==> config.mk <==
export PLATFORM = sky130hd
export DESIGN_NAME = str_rr_merge_flat
export DESIGN_NICKNAME = d
export VERILOG_FILES = /design/src/rtl/str_rr_merge_if.sv /design/src/rtl/str_rr_merge.sv /design/src/flat_wrapper.sv
export SDC_FILE = /design/constraint.sdc
export NUM_CORES = 1
export LEC_CHECK = 0
export ABC_CLOCK_PERIOD_IN_PS = 1900
export BUFFER_PORTS_ARGS = -buffer_cell sky130_fd_sc_hd__buf_2
export CORE_MARGIN = 8
export CORE_UTILIZATION = 42
export DETAILED_ROUTE_END_ITERATION = 10
export GPL_TIMING_DRIVEN = 0
export MAX_ROUTING_LAYER = met4
export PLACE_DENSITY = 0.79
export SLEW_MARGIN = 20
export SYNTH_ARGS = -nofsm -noshare
export SYNTH_HDL_FRONTEND = slang
export SYNTH_SLANG_ARGS = --single-unit
export TNS_END_PERCENT = 10
==> constraint.sdc <==
create_clock -name clk -period 1.9 [get_ports clk]
set_clock_uncertainty 0.05 [all_clocks]
set_input_delay 0.095 -clock clk [delete_from_list [all_inputs] [get_ports clk]]
set_output_delay 0.095 -clock clk [all_outputs]
set_load 0.05 [all_outputs]
==> src/rtl/str_rr_merge_if.sv <==
// str_rr_merge_if: upstream and downstream stream bundle for the round-robin merger.
interface str_rr_merge_if #(
   parameter int US = 2,
   parameter int DW = 16
);
   localparam int IW = $clog2(US);
   logic signed [DW-1:0] idata [US];
   logic [US-1:0] ilast, ivalid, iready;
   logic signed [DW-1:0] odata;
   logic [IW-1:0] oid;
   logic olast, ovalid, oready;
   modport master (output idata, ilast, ivalid, oready, input iready, odata, oid, olast, ovalid);
   modport slave (input idata, ilast, ivalid, oready, output iready, odata, oid, olast, ovalid);
endinterface

==> src/rtl/str_rr_merge.sv <==
// str_rr_merge: packet-atomic round-robin merge of US streams into one,
// driving the downstream through a single forward register.
module str_rr_merge #(
   parameter int US = 2,
   parameter int DW = 16
) (
   input logic clk,
   input logic rst,
   str_rr_merge_if.slave bus
);
   localparam int IW = $clog2(US);
   typedef enum logic {IDLE, LOCK} state_t;
   state_t state, state_n;
   logic [IW-1:0] g, g_n, ptr, ptr_n, sel, cur;
   logic ofree, xfer, cur_last;
   // downward scan so the lowest offset from ptr wins
   always_comb begin
      sel = ptr;
      for (int k = US - 1; k >= 0; k--)
         if (bus.ivalid[IW'((int'(ptr) + k) % US)]) sel = IW'((int'(ptr) + k) % US);
   end
   assign ofree = ~bus.ovalid | bus.oready;
   assign cur = (state == LOCK) ? g : sel;
   assign cur_last = bus.ilast[cur];
   assign xfer = |(bus.iready & bus.ivalid);
   always_ff @(posedge clk or negedge rst)
      if (!rst) begin
         state <= IDLE;
         g <= '0;
         ptr <= '0;
      end else begin
         state <= state_n;
         g <= g_n;
         ptr <= ptr_n;
      end
   always_comb begin
      state_n = state;
      g_n = g;
      ptr_n = ptr;
      if (xfer) begin
         state_n = cur_last ? IDLE : LOCK;
         if (state == IDLE && !cur_last) g_n = sel;
         if (cur_last) ptr_n = IW'((int'(cur) + 1) % US);
      end
   end
   always_comb begin
      bus.iready = '0;
      if (rst && ofree && (state == LOCK || |bus.ivalid)) bus.iready[cur] = 1'b1;
   end
   always_ff @(posedge clk or negedge rst)
      if (!rst) begin
         bus.ovalid <= 1'b0;
         bus.olast <= 1'b0;
         bus.odata <= '0;
         bus.oid <= '0;
      end else if (xfer) begin
         bus.ovalid <= 1'b1;
         bus.olast <= cur_last;
         bus.odata <= bus.idata[cur];
         bus.oid <= cur;
      end else if (bus.oready) bus.ovalid <= 1'b0;
endmodule

==> src/flat_wrapper.sv <==
// flat-port wrapper written by rule: the top's interface ports become plain ports
module str_rr_merge_flat 
#(
   parameter int US = 2,
   parameter int DW = 16
)
  (clk, rst, bus_idata, bus_ilast, bus_ivalid, bus_oready, bus_iready, bus_odata, bus_oid, bus_olast, bus_ovalid);
  str_rr_merge_if #(.US(US), .DW(DW)) bus_i ();
  input logic clk;
  input logic rst;
  input wire logic [$bits(bus_i.idata)-1:0] bus_idata;
  input wire logic [$bits(bus_i.ilast)-1:0] bus_ilast;
  input wire logic [$bits(bus_i.ivalid)-1:0] bus_ivalid;
  input wire logic [$bits(bus_i.oready)-1:0] bus_oready;
  output wire logic [$bits(bus_i.iready)-1:0] bus_iready;
  output wire logic [$bits(bus_i.odata)-1:0] bus_odata;
  output wire logic [$bits(bus_i.oid)-1:0] bus_oid;
  output wire logic [$bits(bus_i.olast)-1:0] bus_olast;
  output wire logic [$bits(bus_i.ovalid)-1:0] bus_ovalid;
  assign bus_i.idata = {>>{bus_idata}};
  assign bus_i.ilast = bus_ilast;
  assign bus_i.ivalid = bus_ivalid;
  assign bus_i.oready = bus_oready;
  assign bus_iready = bus_i.iready;
  assign bus_odata = bus_i.odata;
  assign bus_oid = bus_i.oid;
  assign bus_olast = bus_i.olast;
  assign bus_ovalid = bus_i.ovalid;
  str_rr_merge #(.US(US), .DW(DW)) u_core (.clk(clk), .rst(rst), .bus(bus_i));
endmodule
Word level (Yosys, flattened, before mapping)
Cells that the tools add are included.

storage, ports and cells
  register bits = 22
  latch bits = 0
  memory bits (writable) = 0
  ROM bits = 0
  input port bits = 39
  output and inout port bits = 21
  logic and storage cells = 48
  memories = 0

operators by class
  add/subtract/negate cells = 2
  multipliers = 0
  divide/modulo/power cells = 0
  magnitude comparators = 5
  equal/unequal tests = 0
  shifts and indexed selects = 0
  mux-type cells = 18
  bitwise operators = 5
  reductions and logical operators = 11

operators by type and width
  operator               number
  $mux W16               3
  $mux W1                13
  $lt A1 B3 Y1 const B   2
  $logic_and A1 B1 Y1    4
  $reduce_and A2 Y1      2
  $reduce_or A2 Y1       2
  $add A1 B1 Y1 const B  2
  $and A2 B2 Y2          1
  $ge A2 B2 Y1 const B   1
  $lt A1 B2 Y1 const B   1
  $mux W2                1
  $not A1 Y1             2
  $not A1 Y2             1
  $reduce_bool A2 Y1     1
  $demux W1 S1           1
  $ge A1 B1 Y1 const B   1
  $logic_not A1 Y1       1
  $logic_or A1 B1 Y1     1
  $or A1 B1 Y1           1

Depth between registers and ports, before layout
Gate-level depths: netlist of the first run.

  word-level depth = 15
  mapped depth = 6
  gate-level depth less buffers = 4

Worst setup path after synthesis of the first run
Ideal clock, no wire load.

  path type = register to output
  start = reg u_core.bus.ovalid
  end = out bus_iready[0]
  arrival = 1611 ps
  data required time = 1755 ps
  setup slack = 144 ps
  cell stages (with the launch flop) = 4
  buffers on the path = 0
  path through = dfrtp_1 nand2b_1 o311ai_0 nor2_1

between the ends
  cells in the longest elaborated chain, start to end = 5

RTL lines
  element                            line                   text
  from (decl)                        str_rr_merge_if.sv:13  modport slave (input idata, ilast, ivalid, oready, output iready, odata, oid, olast, ovalid);
  from (signal assigned)             str_rr_merge.sv:52     bus.ovalid <= 1'b0;
  from (signal assigned)             str_rr_merge.sv:57     bus.ovalid <= 1'b1;
  from (signal assigned)             str_rr_merge.sv:61     end else if (bus.oready) bus.ovalid <= 1'b0;
  $not A1 Y1                         str_rr_merge.sv:22     assign ofree = ~bus.ovalid | bus.oready;
  $or A1 B1 Y1                       str_rr_merge.sv:22
  $logic_and A1 B1 Y1 (2 in series)  str_rr_merge.sv:48     if (rst && ofree && (state == LOCK || |bus.ivalid)) bus.iready[cur] = 1'b1;
  $mux W2                            str_rr_merge.sv:48
  to (decl)                          flat_wrapper.sv:15     output wire logic [$bits(bus_i.iready)-1:0] bus_iready;

Every way passes these cells.

Final worst setup path of the first run
  start = reg u_core.state
  end = reg u_core.bus.odata[5]

between the ends
  cells in the longest elaborated chain, start to end = 8
  elaborated cells on any way between the ends = 15
  those cells by class = order compare (2); mux (7); bitwise (2); reduce/logical (4)

RTL lines
  element                                                             line                   text
  from (decl)                                                         str_rr_merge.sv:13     state_t state, state_n;
  from (signal assigned)                                              str_rr_merge.sv:32     state <= state_n;
  $mux W1                                                             str_rr_merge.sv:23     assign cur = (state == LOCK) ? g : sel;
  $lt A1 B2 Y1 (not written as such) or $ge A1 B1 Y1 (tied branches)  str_rr_merge.sv:48
  $logic_and A1 B1 Y1 (not written as such)                           str_rr_merge.sv:48
  $mux W1 (not written as such)                                       str_rr_merge.sv:48
  $demux W1 S1                                                        --
  $mux W2                                                             str_rr_merge.sv:48
  $and A2 B2 Y2                                                       str_rr_merge.sv:25     assign xfer = |(bus.iready & bus.ivalid);
  $reduce_or A2 Y1                                                    str_rr_merge.sv:25
  to (signal assigned)                                                str_rr_merge.sv:59     bus.odata <= bus.idata[cur];
  to (decl)                                                           str_rr_merge_if.sv:13

Parallel ways exist; a longest one is shown, timed or not. The select of a mux whose other input is x is not followed.
A chain may end at the register's enable or synchronous reset.

==> impl_metrics.csv, run 1 <==
group,metric,value,unit
power_and_ir_drop,p_leak,0.7925,nW
drt,totalWireLength,2.951,mm
clocking,cts_setup_buffers,0,
timing,setup_ws,0.1532,ns
timing,hold_violations,0,
global_routing,antenna_found_initial,0,
die,die_w,65.34,um
critical_path,r2r_start,"u_core.state",
layout,n_antenna_cell,0,
die,num_rows,18,
layout,fin_util,62.05,%
critical_path,startpoint_type,"flip-flop",
critical_path,cp.arrival,1.90,ns
timing,rsz0062_at_grt,"no",
placed_design,pre_cts_ws,0.1829,ns
layout,fillers,222,
global_routing,grtUsageTotal,14.98,%
timing,final_max_slew_viol_count,0,
drt,m1WireLength,1.207,mm
power_and_ir_drop,total_power,2.811,mW
critical_path,cp-startpoint,"u_core.state",
clocking,ctsHtreeMaxLevel,1,
critical_path,worstSetupPathType,"reg2reg",
synth,syn-cell-area,1022,um2
global_routing,grt_first_pass_wirelength,5.030,mm
timing,min_period_over_period,91.94,%
die,dieArea,4269,um2
drt,wl_met2,1.588,mm
synth,ys_warn_count,0,
critical_path,r2r_setup_slack,0.15,ns
synth,synth_nets,141,
synth,syn_inst,102,
layout,area_growth_syn_to_layout,44.92,%
timing,setup-violations-final,0,
die,ios,60,
global_routing,grt_max_degree,23,
critical_path,ff2ff_path_depth,6,
drt,routedWlPerCell,14.61,um
drt,post-route-drc-count,0,
clocking,clk_pin_slew,0.12,ns
drt,dr.first_iter.drc_count,23,
die,die_h,65.34,um
clocking,clock_latency,0.30,ns
critical_path,worst-path-max-fanout,10,
min_path,hold_class,"in2reg",
critical_path,worstPathRequired,2.05,ns
placed_design,dp_cells,191,
timing,max_clock_freq,572.5,MHz
placed_design,port_buffers,59,
drt,via_per_inst,5.005,
power_and_ir_drop,power_density,1898,nW/um2
power_and_ir_drop,vdd_ir_drop_max,1267,uV
run,drv_cap,0,
die,start_util,42.82,%
clocking,clock_sinks,22,
global_routing,grt-ovfl-total,0,
die,fp.coreArea,2387,um2
placed_design,gp_congestion,0.7826,
timing,worst_pin_slew,0.9655,ns
run_status,status,"complete, no violations",
timing,setup_tns,0,ns
global_routing,grt_pass1_vias,1093,
layout,final_cell_count_no_fill,202,
placed_design,hpwl,2.219,mm
drt,drt_pass1_iterations,4,
drt,vias,1011,
clocking,cts_buffer_depth,2,
min_path,min_path_cells,3,
layout,drive_gt1_share,46.51,%
synth,ys_types,19,
critical_path,r2r-end,"u_core.bus.odata[5]",
timing,period_needed,1.747,ns
synth,ys_seq_elements,22,
drt,wl_met3,141,um
critical_path,crit_path_end,"u_core.bus.odata[5]",
synth,syn-mean-instance-area,10.02,um2
critical_path,end_kind,"flip-flop",
drt,ant_nets,0,
synth,synth_seq_area_share,53.86,%
layout,final_nets,212,
clocking,cts_root_buf,"clkbuf_4",
clocking,numCtsBuffers,3,
drt,top_layer,"met4",
clocking,cts_tree,"done",
timing,slew_headroom,35.42,%
## layout by cell type, fill, tap and decap left out, drive strengths merged, types with 2 or more instances in the layout
| master | instances |
|---|---|
| buf | 65 |
| dfrtp | 22 |
| inv | 19 |
| o22ai | 17 |
| a21oi | 17 |
| dlygate4sd3 | 7 |
| nand2 | 6 |
| nor2 | 3 |
| clkbuf | 3 |
| nand4 | 2 |
| o21ai | 2 |
## cell families (layout without fill, tap and decap cells)
logic type	after synthesis	after routing	synth area share, %
simple gates	13	13	5.753
compound gates	40	40	26.19
flops	22	22	53.86
mux	2	2	2.448
buf+inv	25	95	11.75
## area by class of cell
class,instances,area (um2),area share [%]
clock inverters,1,30.03,2.027
well taps,30,37.54,2.534
clock buffers,3,22.52,1.520
repair buffers,66,365.4,24.66
multi-input cells,55,355.3,23.99
plain buffers,6,48.80,3.294
flip-flops and latches,22,550.5,37.16
inverters,19,71.32,4.814
## timing repair
| action | in CTS | in global routing |
|---|---|---|
| hold buffers | 5 | 2 |
| endpoints found under the hold margin | 26 | 2 |
| resized for setup | 0 | 1 |
| endpoints found under the setup margin | 0 | 7 |
## Yosys cell counts
cell | instances | area [um2]
buf_6 | 3 | 33.78
dfrtp_1 | 22 | 550.5
buf_2 | 3 | 15.01
o311ai_0 | 1 | 8.760
o22ai_1 | 17 | 106.4
o41ai_1 | 1 | 8.760
inv_1 | 19 | 71.32
o21ai_0 | 2 | 10.01
o31ai_1 | 1 | 7.510
nand2_1 | 6 | 22.52
a21o_1 | 1 | 7.510
a21oi_1 | 8 | 40.04
nand4_1 | 2 | 12.51
mux2i_1 | 1 | 10.01
mux2_4 | 1 | 15.01
a21oi_2 | 9 | 78.83
nand2b_1 | 1 | 6.260
nor2_1 | 3 | 11.26
and2_1 | 1 | 6.260
## how the worst min path moves through the flow
stage                     slack, ns                   end     startpoint
after detailed placement       0.05   u_core.bus.odata[4]            rst
after floorplan               -0.25   u_core.bus.odata[0]            rst
after global routing          0.003  u_core.bus.odata[11]  bus_idata[11]
after global placement         0.05  u_core.bus.odata[11]            rst
final                         0.003  u_core.bus.odata[11]  bus_idata[11]
after CTS                     0.003  u_core.bus.odata[12]  bus_idata[12]
## flip-flops by register name, indices dropped and copies added (netlist names)
register	flops
u_core.g	1
u_core.bus.ovalid	1
u_core.state	1
u_core.bus.odata	16
u_core.ptr	1
u_core.bus.oid	1
u_core.bus.olast	1
## critical path, stage by stage, from the launching register on
cell and delay (ns):
dfrtp_1 0.50, mux2i_2 0.30, nand4_1 0.14, buf_2 0.20, buf_2 0.20, o22ai_1 0.21
a21oi_2 0.04
## report_power, final
group | switching [mW] | internal [mW] | total (mW)
clock network | 0.141 | 0.213 | 0.354
logic | 1.17 | 0.455 | 1.63
registers | 0.138 | 0.693 | 0.831
total | 1.45 | 1.36 | 2.81
## per-layer routing
| layer | global-route usage [%] | vias to the layer above |
|---|---|---|
| met1 | 17.01 | 481 |
| met4 | 3.815 | 0 |
| met3 | 3.741 | 2 |
| met2 | 25.71 | 33 |
| li1 | - | 495 |
| met5 | - | - |
## per-stage QoR
stage | instance area (um2) | hold WS, ns
global placement | 1355 | 0.04540
CTS | 1458 | 0.002522
finish | 1481 | 0.002721
floorplan | 1022 | -0.2506
detailed placement | 1355 | 0.05344
global route | 1481 | 0.002649
(Power assumes the default switching activity.)
==> run 2: changes to the inputs <==
--- a/config.mk
+++ b/config.mk
@@ -12,7 +12,7 @@
 export DETAILED_ROUTE_END_ITERATION = 10
 export GPL_TIMING_DRIVEN = 0
 export MAX_ROUTING_LAYER = met4
-export PLACE_DENSITY = 0.79
+export PLACE_DENSITY_LB_ADDON = 0.08
 export SLEW_MARGIN = 20
 export SYNTH_ARGS = -nofsm -noshare
 export SYNTH_HDL_FRONTEND = slang
==> run 2 against run 1 <==
  * Non-clock buffer count unchanged
  * Clock power is essentially flat
  * Flip-flop and latch count did not move
  * Sequential share of layout area about the same
  * Clock-buffer cell count unchanged
  * Highest routed layer unchanged
==> impl_metrics.csv, run 2 (synthesis results as in run 1) <==
group,metric,value,unit
drt,routedWlPerCell,13.58,um
clocking,numCtsBuffers,3,
clocking,cts_tree,"done",
die,die_h,65.34,um
die,num_rows,18,
clocking,cts_setup_buffers,0,
timing,period_needed,1.697,ns
critical_path,cp_num_buf_inv,2,
layout,largest_reg_flops,16,
drt,dr.first_iter.drc_count,33,
timing,rsz0062_at_grt,"no",
placed_design,gp_congestion,0.7108,
layout,fin_util,62.00,%
drt,via_per_inst,4.723,
global_routing,grt-ovfl-total,0,
global_routing,grt_pass1_vias,1024,
power_and_ir_drop,vdd_ir_drop_max,1061,uV
timing,setup_tns,0,ns
layout,area_growth_syn_to_layout,44.80,%
drt,vias,954,
clocking,clk_pin_slew,0.12,ns
placed_design,hpwl,2.077,mm
die,dieArea,4269,um2
power_and_ir_drop,intPower,1.369,mW
critical_path,worstPathRequired,2.05,ns
layout,final_cell_mix,"buf_2 (63), dfrtp_1 (22), inv_1 (19), o22ai_1 (17), a21oi_2 (9)",
power_and_ir_drop,p_leak,0.7984,nW
min_path,hold_class,"in2reg",
critical_path,path_delay_family,"flip-flops",
run_status,status,"complete, no violations",
global_routing,grt_first_pass_wirelength,4.443,mm
power_and_ir_drop,swShare,51.25,%
layout,final_common_cell,"buf_2",
timing,final_max_slew_viol_count,0,
power_and_ir_drop,p_comb_share,58.0,%
timing,hold_violations,0,
run,drv_cap,0,
clocking,cts_root_buf,"clkbuf_4",
die,start_util,42.82,%
layout,final_nets,212,
critical_path,path_cells,"mux2i_1, nand4_1, buf_2, buf_2, o22ai_1, a21oi_2",
die,ios,60,
critical_path,max_stage_delay,0.50,ns
clocking,clock_latency,0.30,ns
power_and_ir_drop,seq_power_share,29.4,%
drt,ant_nets,0,
timing,min_period_over_period,89.33,%
layout,regMostFlops,"u_core.bus.odata",
critical_path,crit_top_cell,"buf_2",
timing,worst_pin_slew,0.4836,ns
power_and_ir_drop,power_density,1897,nW/um2
clocking,cts_buffer_depth,2,
clocking,ctsHtreeMaxLevel,1,
critical_path,worst-path-max-fanout,10,
timing,slew_headroom,67.76,%
critical_path,worstSetupPathType,"reg2reg",
layout,drive_gt1_share,47.09,%
die,die_w,65.34,um
critical_path,end_kind,"flip-flop",
global_routing,antenna_found_initial,0,
timing,max_clock_freq,589.2,MHz
global_routing,grt_max_degree,23,
drt,post-route-drc-count,0,
power_and_ir_drop,power_switching,1.439,mW
drt,totalWireLength,2.743,mm
critical_path,cp.arrival,1.85,ns
clocking,clock_sinks,22,
critical_path,critPathSlowestCell,"dfrtp_1",
die,fp.coreArea,2387,um2
power_and_ir_drop,p_clk_share,12.6,%
global_routing,grtUsageTotal,13.26,%
placed_design,port_buffers,59,
timing,setup-violations-final,0,
critical_path,startpoint_type,"flip-flop",
layout,n_antenna_cell,0,
drt,drt_pass1_iterations,4,
run 2: path summary, 6_finish.rpt:
kind                           startpoint                   end  slack, ns  depth (start not counted)
hold / removal               bus_idata[3]   u_core.bus.odata[3]      0.007                          3
min in group asynchronous             rst          u_core.state       0.37                          3
setup / recovery             u_core.state  u_core.bus.odata[11]       0.20                          6
max in group asynchronous             rst   u_core.bus.odata[5]       1.10                          3
hold reg to reg            u_core.bus.oid        u_core.bus.oid       0.44                          2
setup reg to reg             u_core.state  u_core.bus.odata[11]       0.20                          6
run 2: repair_timing:
action,CTS,global route
gates resized for setup,0,1
setup endpoints to repair,0,1
hold buffers,6,1
endpoints found under the hold margin,26,22
run 2: cell type report:
type | count | area (um2)
inverters | 19 | 71.32
repair buffers | 66 | 360.3
fillers | 224 | 907.1
plain buffers | 6 | 48.80
clock inverters | 1 | 30.03
well taps | 30 | 37.54
multi-input cells | 55 | 359.1
clock buffers | 3 | 22.52
flip-flops and latches | 22 | 550.5
run 2: metal layers:
layer,track usage [%],vias up,wire length [um]
met3,4.422,2,232
li1,-,491,-
met5,-,-,0
met4,4.632,0,15
met1,14.62,427,1137
met2,21.89,34,1358
run 2: tightest hold or removal path, stage by stage:
cell and delay, ns:
buf_2 0.07, o22ai_1 0.06, a21oi_2 0.10
run 2: power by group through the flow:
| stage | Combinational (mW) | Clock, mW | Sequential (mW) |
|---|---|---|---|
| 2_1_floorplan | 0.557 | 0 | 1.51 |
| 5_1_grt | 1.74 | 0.379 | 0.859 |
| 4_1_cts | 1.64 | 0.362 | 0.826 |
| 3_5_place_dp | 1.61 | 0 | 0.836 |
| 3_3_place_gp | 1.59 | 0 | 0.820 |
| 6_report | 1.63 | 0.354 | 0.826 |
run 2: metrics by stage:
stage | instances | power [mW] | setup slack [ns] | cell area, um2 | hold slack, ns
final | 202 | 2.808 | 0.2028 | 1480 | 0.007299
after global routing | 202 | 2.979 | 0.003390 | 1480 | 0.004826
after CTS | 201 | 2.829 | 0.1526 | 1468 | 0.0009472
after detailed placement | 191 | 2.449 | 0.2084 | 1355 | 0.06053
after global placement | 191 | 2.412 | 0.2326 | 1355 | 0.06421
after floorplan | 102 | 2.064 | 0.1435 | 1022 | -0.2506
